[src/rtl/mtx_mem_pkg.sv]
// mtx_mem_pkg: shared types and constants for the SRAM-to-SDRAM bridge
package mtx_mem_pkg;
  localparam int DEF_ADDR_W = 23;
  localparam logic [7:0] SRAM_IDLE_Q = 8'hFF;
  typedef enum logic [1:0] {IDLE, DL_WR, CPU_WR, CPU_RD} bridge_state_t;
endpackage

[src/rtl/strobe_sync.sv]
// strobe_sync: multi-flop synchronizer for active-low strobes, resets to all-ones (inactive)
module strobe_sync #(
  parameter int WIDTH = 3,
  parameter int STAGES = 2
) (
  input  logic             clk,
  input  logic             rst_n,
  input  logic [WIDTH-1:0] d_i,
  output logic [WIDTH-1:0] q_o
);
  logic [WIDTH-1:0] sync_q [STAGES];
  always_ff @(posedge clk or negedge rst_n) begin
    if (!rst_n) begin
      for (int i = 0; i < STAGES; i++) sync_q[i] <= '1;
    end else begin
      sync_q[0] <= d_i;
      for (int i = 1; i < STAGES; i++) sync_q[i] <= sync_q[i-1];
    end
  end
  assign q_o = sync_q[STAGES-1];
endmodule

[src/rtl/sram_sdram_bridge.sv]
// sram_sdram_bridge: turns CPU SRAM-bus strobes and ROM-download bytes into
// arbitrated one-shot SDRAM requests with an ack timeout.
module sram_sdram_bridge
  import mtx_mem_pkg::*;
#(
  parameter int SYNC_STAGES = 2,
  parameter int TIMEOUT = 255,
  parameter int ADDR_W = mtx_mem_pkg::DEF_ADDR_W
) (
  input  logic              clk_sys,
  input  logic              reset_n,
  input  logic              sram_ce_n,
  input  logic              sram_oe_n,
  input  logic              sram_we_n,
  input  logic [ADDR_W-1:0] sram_addr,
  input  logic [7:0]        sram_d,
  output logic [7:0]        sram_q,
  output logic              sram_rdy,
  input  logic              ioctl_download,
  input  logic              ioctl_wr,
  input  logic [ADDR_W-1:0] ioctl_addr,
  input  logic [7:0]        ioctl_data,
  output logic [ADDR_W-1:0] ram_addr,
  output logic [7:0]        ram_din,
  output logic              ram_rd,
  output logic              ram_we,
  input  logic [7:0]        ram_dout,
  input  logic              ram_ack,
  output logic              dl_overrun,
  output logic              timeout_err
);
  localparam int CW = $clog2(TIMEOUT + 1);
  logic [2:0] strb_s;
  logic ce_s, oe_s, we_s;
  logic cpu_req, dl_take, cpu_take, timed_out, cpu_done;
  bridge_state_t state_q;
  logic [CW-1:0] cnt_q;
  logic armed_q, pend_q;
  logic [ADDR_W-1:0] pend_addr_q;
  logic [7:0] pend_data_q;
  strobe_sync #(.WIDTH(3), .STAGES(SYNC_STAGES)) u_sync (
    .clk  (clk_sys),
    .rst_n(reset_n),
    .d_i  ({sram_ce_n, sram_oe_n, sram_we_n}),
    .q_o  (strb_s)
  );
  assign ce_s = strb_s[2];
  assign oe_s = strb_s[1];
  assign we_s = strb_s[0];
  // armed_q makes each CPU strobe produce exactly one SDRAM access
  assign cpu_req   = armed_q & ~ce_s & (~oe_s | ~we_s);
  assign dl_take   = (state_q == IDLE) & pend_q;
  assign cpu_take  = (state_q == IDLE) & ~pend_q & ~ioctl_download & cpu_req;
  assign timed_out = (state_q != IDLE) & ~ram_ack & (cnt_q == CW'(TIMEOUT - 1));
  assign cpu_done  = ((state_q == CPU_WR) | (state_q == CPU_RD)) & (ram_ack | timed_out);
  always_ff @(posedge clk_sys or negedge reset_n) begin
    if (!reset_n) begin
      state_q     <= IDLE;
      cnt_q       <= '0;
      armed_q     <= 1'b1;
      pend_q      <= 1'b0;
      pend_addr_q <= '0;
      pend_data_q <= '0;
      sram_q      <= SRAM_IDLE_Q;
      sram_rdy    <= 1'b1;
      ram_addr    <= '0;
      ram_din     <= '0;
      ram_rd      <= 1'b0;
      ram_we      <= 1'b0;
      dl_overrun  <= 1'b0;
      timeout_err <= 1'b0;
    end else begin
      if (ioctl_wr) begin
        pend_addr_q <= ioctl_addr;
        pend_data_q <= ioctl_data;
      end
      pend_q <= ioctl_wr | (pend_q & ~dl_take);
      if (ioctl_wr & pend_q & ~dl_take) dl_overrun <= 1'b1;
      armed_q  <= cpu_take ? 1'b0 : (ce_s | (oe_s & we_s)) ? 1'b1 : armed_q;
      sram_rdy <= cpu_req ? 1'b0 : cpu_done ? 1'b1 : sram_rdy;
      if (state_q == IDLE) begin
        if (dl_take) begin
          state_q  <= DL_WR;
          ram_we   <= 1'b1;
          ram_addr <= pend_addr_q;
          ram_din  <= pend_data_q;
          cnt_q    <= '0;
        end else if (cpu_take) begin
          state_q  <= we_s ? CPU_RD : CPU_WR;
          ram_we   <= ~we_s;
          ram_rd   <= we_s;
          ram_addr <= sram_addr;
          ram_din  <= sram_d;
          cnt_q    <= '0;
        end
      end else if (ram_ack | timed_out) begin
        state_q <= IDLE;
        ram_rd  <= 1'b0;
        ram_we  <= 1'b0;
        if (state_q == CPU_RD) sram_q <= ram_ack ? ram_dout : SRAM_IDLE_Q;
        if (timed_out) timeout_err <= 1'b1;
      end else begin
        cnt_q <= cnt_q + 1'b1;
      end
    end
  end
endmodule

[config.mk]
export PLATFORM = sky130hd
export DESIGN_NAME = sram_sdram_bridge
export DESIGN_NICKNAME = d
export VERILOG_FILES = /design/src/rtl/mtx_mem_pkg.sv /design/src/rtl/strobe_sync.sv /design/src/rtl/sram_sdram_bridge.sv
export SDC_FILE = /design/constraint.sdc
export NUM_CORES = 1
export LEC_CHECK = 0
export CAP_MARGIN = 20
export CELL_PAD_IN_SITES_DETAIL_PLACEMENT = 1
export CELL_PAD_IN_SITES_GLOBAL_PLACEMENT = 1
export CORE_MARGIN = 5
export CORE_UTILIZATION = 40
export DETAILED_ROUTE_END_ITERATION = 7
export PLACE_DENSITY_LB_ADDON = 0.1
export SYNTH_ARGS = -nofsm -noshare
export SYNTH_HDL_FRONTEND = slang
export SYNTH_HIERARCHICAL = 1
export SYNTH_SLANG_ARGS = --single-unit
[constraint.sdc]
create_clock -name clk_sys -period 2.8 [get_ports clk_sys]
set_input_delay 0.56 -clock clk_sys [delete_from_list [all_inputs] [get_ports clk_sys]]
set_output_delay 0.56 -clock clk_sys [all_outputs]
set_load 0.01 [all_outputs]
==> flow_summary_export.csv <==
group,metric,value,unit
die,dieArea,0.01184,mm2
global_route,overflow,0,
detailed_routing,firstDrtPassIters,4,
clock_network,ctsResizeCount,0,
timing,rsz0062_at_grt,"no",
place,placed_area,0.005180,mm2
logic_synthesis,yosys.area_share.simple,9.679,%
power,pwr_density_cell,909.2,mW/mm2
final_layout,final_area,0.005413,mm2
timing,fmax,494.7,MHz
logic_synthesis,ys_seq_area_share,60.13,%
place,place.gp.congestion,0.7231,
timing,slew_viol_final,0,
clock_network,cts_tree,"built",
clock_network,cts-root-buf,"clkbuf_8",
global_route,grt_pass1_vias,3175,
final_layout,seqCellArea,0.002347,mm2
critical_path,critPathSlowestCell,"a21oi_1",
timing,max-slew-margin-rel,48.03,%
detailed_routing,num_vias,2806,
detailed_routing,antenna_left,0,
detailed_routing,drt_wl_total,10010,um
flow_run,cap_violations,0,
detailed_routing,drt_iter0_drc,114,
logic_synthesis,ys_types,42,
logic_synthesis,synth_top_family_by_area,"compound AO/OA/AOI/OAI gates",
critical_path,end_kind,"flip-flop",
clock_network,worstSkewPairLatency,0.36,ns
place,io_buffers,121,
critical_path,required,3.05,ns
global_route,grt_pass1_wl,16100,um
logic_synthesis,syn_area,0.003904,mm2
die,initial_core_util,40.50,%
place,preCtsSetupSlack,0.5119,ns
logic_synthesis,synthXorXnorAreaFrac,0.4487,%
critical_path,critical_path.cell_chain,"a21oi_1 -> nand3_4 -> o221a_2",
die,die_x,108.8,um
final_layout,num-fill-cells,993,
clock_network,htreeDepth,3,
logic_synthesis,synth_largest_area_cell,"dfrtp_1",
clock_network,cts_sinks,93,
die,ios,122,
detailed_routing,drcViolationCount,0,
timing,fin_ws,0.7784,ns
logic_synthesis,yosysWarnings,6,
clock_network,cts_buffers,9,
logic_synthesis,synth_compound_area_share,15.93,%
power,p_leak,2.197,nW
critical_path,max_stage_delay,0.61,ns
timing,hold_violations,0,
global_route,grt_max_degree,64,
logic_synthesis,synth-seq-cells,93,
detailed_routing,wl_per_cell,18.43,um
clock_network,path_clk_slew,0.09,ns
min_path,hp-class,"input pin to asynchronous set/reset pin",
timing,setup_tns,0,ns
global_route,grt_usage,17.70,%
critical_path,startpoint_type,"flip-flop",
die,rows,36,
logic_synthesis,syn-mean-instance-area,13.60,um2
final_layout,nets,485,
timing,final.min_clock_period,2.022,ns
timing,fin_skew,0.009062,ns
power,peakVddDrop,0.0003440,V
critical_path,arrival,2.27,ns
logic_synthesis,synth_adder_area_share,0.6410,%
die,core_area,0.009639,mm2
final_layout,multiInputGateArea,0.001398,mm2
clock_network,ctsHoldBuffers,0,
run_status,status,"complete, no violations",
logic_synthesis,synth_mux_area_share,8.942,%
final_layout,antenna_cells,0,
clock_network,clk_path_buf_depth,2,
timing,period_share,72.20,%
final_layout,area_growth,38.65,%
logic_synthesis,synth_top_area_share,49.36,%
timing,tightest_slew,0.7795,ns
critical_path,crit_type,"flip-flop to flip-flop",
critical_path,critPathMaxFanout,28,
logic_synthesis,synthTopCellsByArea,"dfrtp_1, dfstp_2, mux2_2, o221a_2, nand2b_1",
timing,setup_viol,0,
global_route,antenna_found_initial,0,
clock_network,postCtsSetupBuffers,0,
power,finalPower,4.921,mW
logic_synthesis,syn_nets,367,
final_layout,drive_above_1_share,22.68,%
final_layout,postLayoutCoreUtil,56.15,%
die,chipHeight,108.8,um
logic_synthesis,syn_inst,287,
detailed_routing,via_per_inst,5.168,
place,hpwl,7368,um
==> critical path, delay by kind of cell, from the launching register on <==
family          cells  cell delay, ns
flops               1            0.41
simple gates        1            0.46
compound gates      2            1.04
==> where the power goes <==
group,switching (mW),internal (mW),leakage (nW)
sequential,0.295,1.78,1.07
combinational,0.773,1.05,1.01
clock,0.470,0.554,0.116
total,1.54,3.38,2.20
==> synth_stat cells (all sizes together) <==
library cell  number
dfrtp             77
mux2              31
nand2b            27
o221a             26
nand2             20
dfstp             16
buf               10
clkbuf             8
o22a               8
o21ai              7
a21oi              6
inv                6
a22oi              5
a31oi              5
nor2               5
and3               4
nand3              4
a21o               3
a22o               2
a31o               2
and2               2
ha                 2
a41o               1
a41oi              1
and4               1
nor3b              1
nor4               1
o21bai             1
o22ai              1
o2bb2ai            1
o32ai              1
xnor2              1
xor2               1
==> cell families (layout without fill, tap and decap cells) <==
kind of cell	after synthesis	after routing
AND/OR/NAND/NOR	65	65
AO/OA/AOI/OAI	70	70
multiplexers	31	31
adder cells (fa/ha/maj)	2	2
XOR/XNOR	2	2
buffers and inverters	24	147
flip-flops	93	93
==> per-stage QoR <==
step	instances	hold slack [ns]
floorplan	287	0.2644
global placement	527	0.3477
detailed placement	527	0.3510
CTS	543	0.1205
global route	543	0.1369
finish	543	0.1327
==> sequential cells by signal (all words and copies together), names as in the netlist <==
name           cells
armed_q            1
cnt_q              8
dl_overrun         1
pend_addr_q       23
pend_data_q        8
pend_q             1
ram_addr          23
ram_din            8
ram_rd             1
ram_we             1
sram_q             8
sram_rdy           1
state_q            2
timeout_err        1
u_sync/q_o         3
u_sync/sync_q      3
==> final timing paths <==
kind | slack [ns] | from | cells after the start | to
min | 0.13 | reset_n | 1 | ram_addr[9]
max | 0.78 | u_sync/q_o[0] | 3 | ram_din[5]
max in group asynchronous | 1.98 | reset_n | 2 | armed_q
max reg2reg | 0.78 | u_sync/q_o[0] | 3 | ram_din[5]
min in group clk_sys | 0.36 | u_sync/sync_q[4] | 0 | u_sync/q_o[1]
min reg2reg | 0.36 | u_sync/sync_q[4] | 0 | u_sync/q_o[1]
==> layer usage <==
metal | routed length (um) | up-vias | part of all wire [%] | track usage (%)
li1 | - | 1280 | - | -
met5 | 0 | - | 0 | 0
met4 | 132 | 0 | 1.3 | 6.673
met1 | 4489 | 1428 | 45 | 22.63
met3 | 504 | 9 | 5.0 | 4.026
met2 | 4882 | 89 | 49 | 29.35
==> layout by cell type (no fill, tap or decap), types with 3 or more instances in the layout <==
| cell type | instances |
|---|---|
| and3_1 | 4 |
| o221a_2 | 17 |
| dfstp_2 | 16 |
| a22oi_1 | 5 |
| mux2_2 | 31 |
| buf_4 | 4 |
| o21ai_0 | 7 |
| nand2b_1 | 27 |
| dfrtp_1 | 77 |
| a21o_1 | 3 |
| clkdlybuf4s50_1 | 119 |
| o221a_1 | 9 |
| nor2_1 | 4 |
| clkbuf_8 | 11 |
| nand3_1 | 3 |
| nand2_1 | 20 |
| o22a_1 | 8 |
| a31oi_1 | 4 |
| inv_1 | 6 |
| a21oi_1 | 5 |
==> cell type report <==
| cell class | count | area share [%] |
|---|---|---|
| Clock buffer | 11 | 2.797 |
| Clock inverter | 5 | 1.503 |
| Inverter | 6 | 0.4161 |
| Multi-Input combinational cell | 170 | 25.82 |
| Sequential cell | 93 | 43.37 |
| Tap cell | 133 | 3.074 |
| Timing Repair Buffer | 125 | 23.02 |
Note: power is estimated with default switching activity, not from simulation.
==> edit, RTL diff (same flow settings) <==
Make the reset (`reset_n` and `rst_n`) synchronous in 2 clocked blocks.
--- a/src/rtl/strobe_sync.sv
+++ b/src/rtl/strobe_sync.sv
@@ -11,3 +11,3 @@
   logic [WIDTH-1:0] sync_q [STAGES];
-  always_ff @(posedge clk or negedge rst_n) begin
+  always_ff @(posedge clk) begin
     if (!rst_n) begin
--- a/src/rtl/sram_sdram_bridge.sv
+++ b/src/rtl/sram_sdram_bridge.sv
@@ -55,3 +55,3 @@
   assign cpu_done  = ((state_q == CPU_WR) | (state_q == CPU_RD)) & (ram_ack | timed_out);
-  always_ff @(posedge clk_sys or negedge reset_n) begin
+  always_ff @(posedge clk_sys) begin
     if (!reset_n) begin
Formal check against the unedited RTL: differs if reset_n is asserted again (counterexample within 4 cycles, from zero or initial values and one cycle with reset_n low); with reset_n held inactive, the same outputs for 4 cycles.
==> edit against the original RTL <==
Synthesized area decreased by 6.6%; sequential cell count unchanged; final area decreased by 5.1%; critical endpoint is now cnt_q[3]; critical path type unchanged; count of clock-buffer cells in the layout fell by 1; setup slack lost 9.2 ps; routed wire length increased by 9.7%.
Power is not compared: it rests on default switching activity, and its combinational part moved more than twofold at a synthesized area within 25%.
==> edit: results (changes against the original RTL) <==
metric,value,unit,change
run_status,finished clean,,unchanged
grt_pass1_vias,3561,,"was 3,175"
whs_path_depth,1,,
hp-start,u_sync/sync_q[0][2],,
wire_length_of_the_first_global_routing_pass,17.8,mm,was 16.1 mm
cp_max_fo,22,,was 28
clk_latency,350,ps,
postSynth.asyncResetShare,0,,was 1.00
fin_setup_tns,0,ps,unchanged
timing.rr.end,cnt_q[3],,was ram_din[5]
clk_pin_slew_worst_paths,90,ps,about the same
detailedPlacementHpwl,7.79,mm,was 7.37 mm
crit_path_from,state_q[1],,was u_sync/q_o[0]
worst-setup-path-type,reg -> reg,,unchanged
cpLargestDelayFamily,simple AND/OR/NAND/NOR gates,,was compound AO/OA/AOI/OAI gates
post_cts.resized_instances,0,,unchanged
gr_util_met3,0.0581,,was 0.0403
global_route.usage.total,0.198,,was 0.177
reg_top3,"pend_addr_q (23), ram_addr (23)",,unchanged
cts_root_buf,clkbuf_8,,unchanged
antenna_found_initial,0,,unchanged
grt_use_met2,0.341,,was 0.293
seq_area_frac_synth,0.511,,was 0.601
cell_with_the_most_instances_after_synthesis,dfxtp_1,,was dfrtp_1
finalNetCount,567,,was 485
hold_ws,422,ps,was 133 ps
mappedNetlistNets,459,,was 367
hold-path-endpoint,u_sync/sync_q[0][5],,
post_route_cells_drive_above_1_share,0.0733,,was 0.227
ctsHtreeMaxLevel,3,,unchanged
gr-usage-met1,0.240,,was 0.226
worst_pin_slew,707,ps,was 779 ps
slew_violations,0,,unchanged
wl_per_cell,18.3,µm,was 18.4 µm
netlist-cell-type-count,46,,was 42
largest_net_degree_at_the_start_of_global_routing,44,,was 64
timing.critical_path.slowest_cell_delay,510,ps,was 610 ps
hold_path.class,reg -> reg,,was in -> async
cts_setup_buffers,0,,unchanged
synth_area_leaders,"dfxtp_1 (51%), mux2i_1 (8.8%), nor2_1 (6.9%)",,"was dfrtp_1 (49%), dfstp_2 (11%), mux2_2 (8.9%)"
ff2ff_setup_slack,770,ps,
p_leak,1.98,nW,
max-clock-path-buffers,2,,unchanged
drt_first_iter_violations,79,,was 114
fin_worst_skew,8.80,ps,was 9.06 ps
gp_congestion,0.770,,was 0.723
port-buffer-count,121,,unchanged
worst_r2r_path_depth,5,,was 3
via_per_inst,5.54,,was 5.17
crit_slowest_cell,dfxtp_1,,was a21oi_1
drt_first_pass_iters,4,,unchanged
yosys_warnings,6,,unchanged
arrival,2300,ps,was 2270 ps
netlist_top_cells_count,"dfxtp_1 (93), nor2_1 (67), mux2i_1 (32), nor3_1 (27), o221ai_1 (26)",,"was dfrtp_1 (77), mux2_2 (31), nand2b_1 (27), nand2_1 (20), o221a_2 (17)"
[edit: changes by cell type in the layout (fill, tap and decap cells not counted), moves of 10 or more]
cell | unedited run | this run
nor3_1 | 0 | 27
mux2_2 | 31 | 0
o221a_2 | 17 | 2
nand2_1 | 20 | 5
nor2_1 | 4 | 67
o221ai_1 | 0 | 26
dfrtp_1 | 77 | 0
dfstp_2 | 16 | 0
dfxtp_1 | 0 | 93
nand3_1 | 3 | 13
mux2i_1 | 0 | 32
nand2b_1 | 27 | 6
[edit: metal layers]
layer / part of all wire / vias up
met1: 0.44 / 1622
met3: 0.063 / 10
met2: 0.49 / 106
li1: - / 1583
met4: 0.010 / 0
met5: 0 / -
[edit: area by class of cell]
class                   instances  area, µm²
fillers                      1012       3670
repair buffers                129       1290
flip-flops and latches         93       1860
clock inverters                 5        100
inverters                       7       26.3
well taps                     108        135
clock buffers                  10        128
multi-input cells             247       1590
[edit: power breakdown]
part           switching (mW)  internal [mW]
sequential             0.0416           1.39
combinational           0.177          0.231
clock                   0.452          0.586
[edit: per-stage QoR]
stage / util / power [mW] / cells / setup WS (ps) / instance area (µm²)
2_1_floorplan: - / 1.64 / 379 / 1110 / 3640
3_3_place_gp: 0.555 / 1.86 / 583 / 197 / 4880
3_5_place_dp: 0.558 / 1.87 / 584 / 490 / 4910
4_1_cts: 0.584 / 2.91 / 599 / 809 / 5140
5_1_grt: 0.584 / 3.00 / 599 / 623 / 5140
6_report: 0.584 / 2.88 / 599 / 769 / 5140
[edit: kinds of logic after synthesis]
| logic type | Yosys count | synth area share |
|---|---|---|
| AOI/OAI and AO/OA | 76 | 0.165 |
| buffers and inverters | 39 | 0.0518 |
| DFF | 93 | 0.511 |
| adders and majority gates | 2 | 0.00686 |
| muxes | 32 | 0.0879 |
| and+or+nand+nor | 137 | 0.178 |
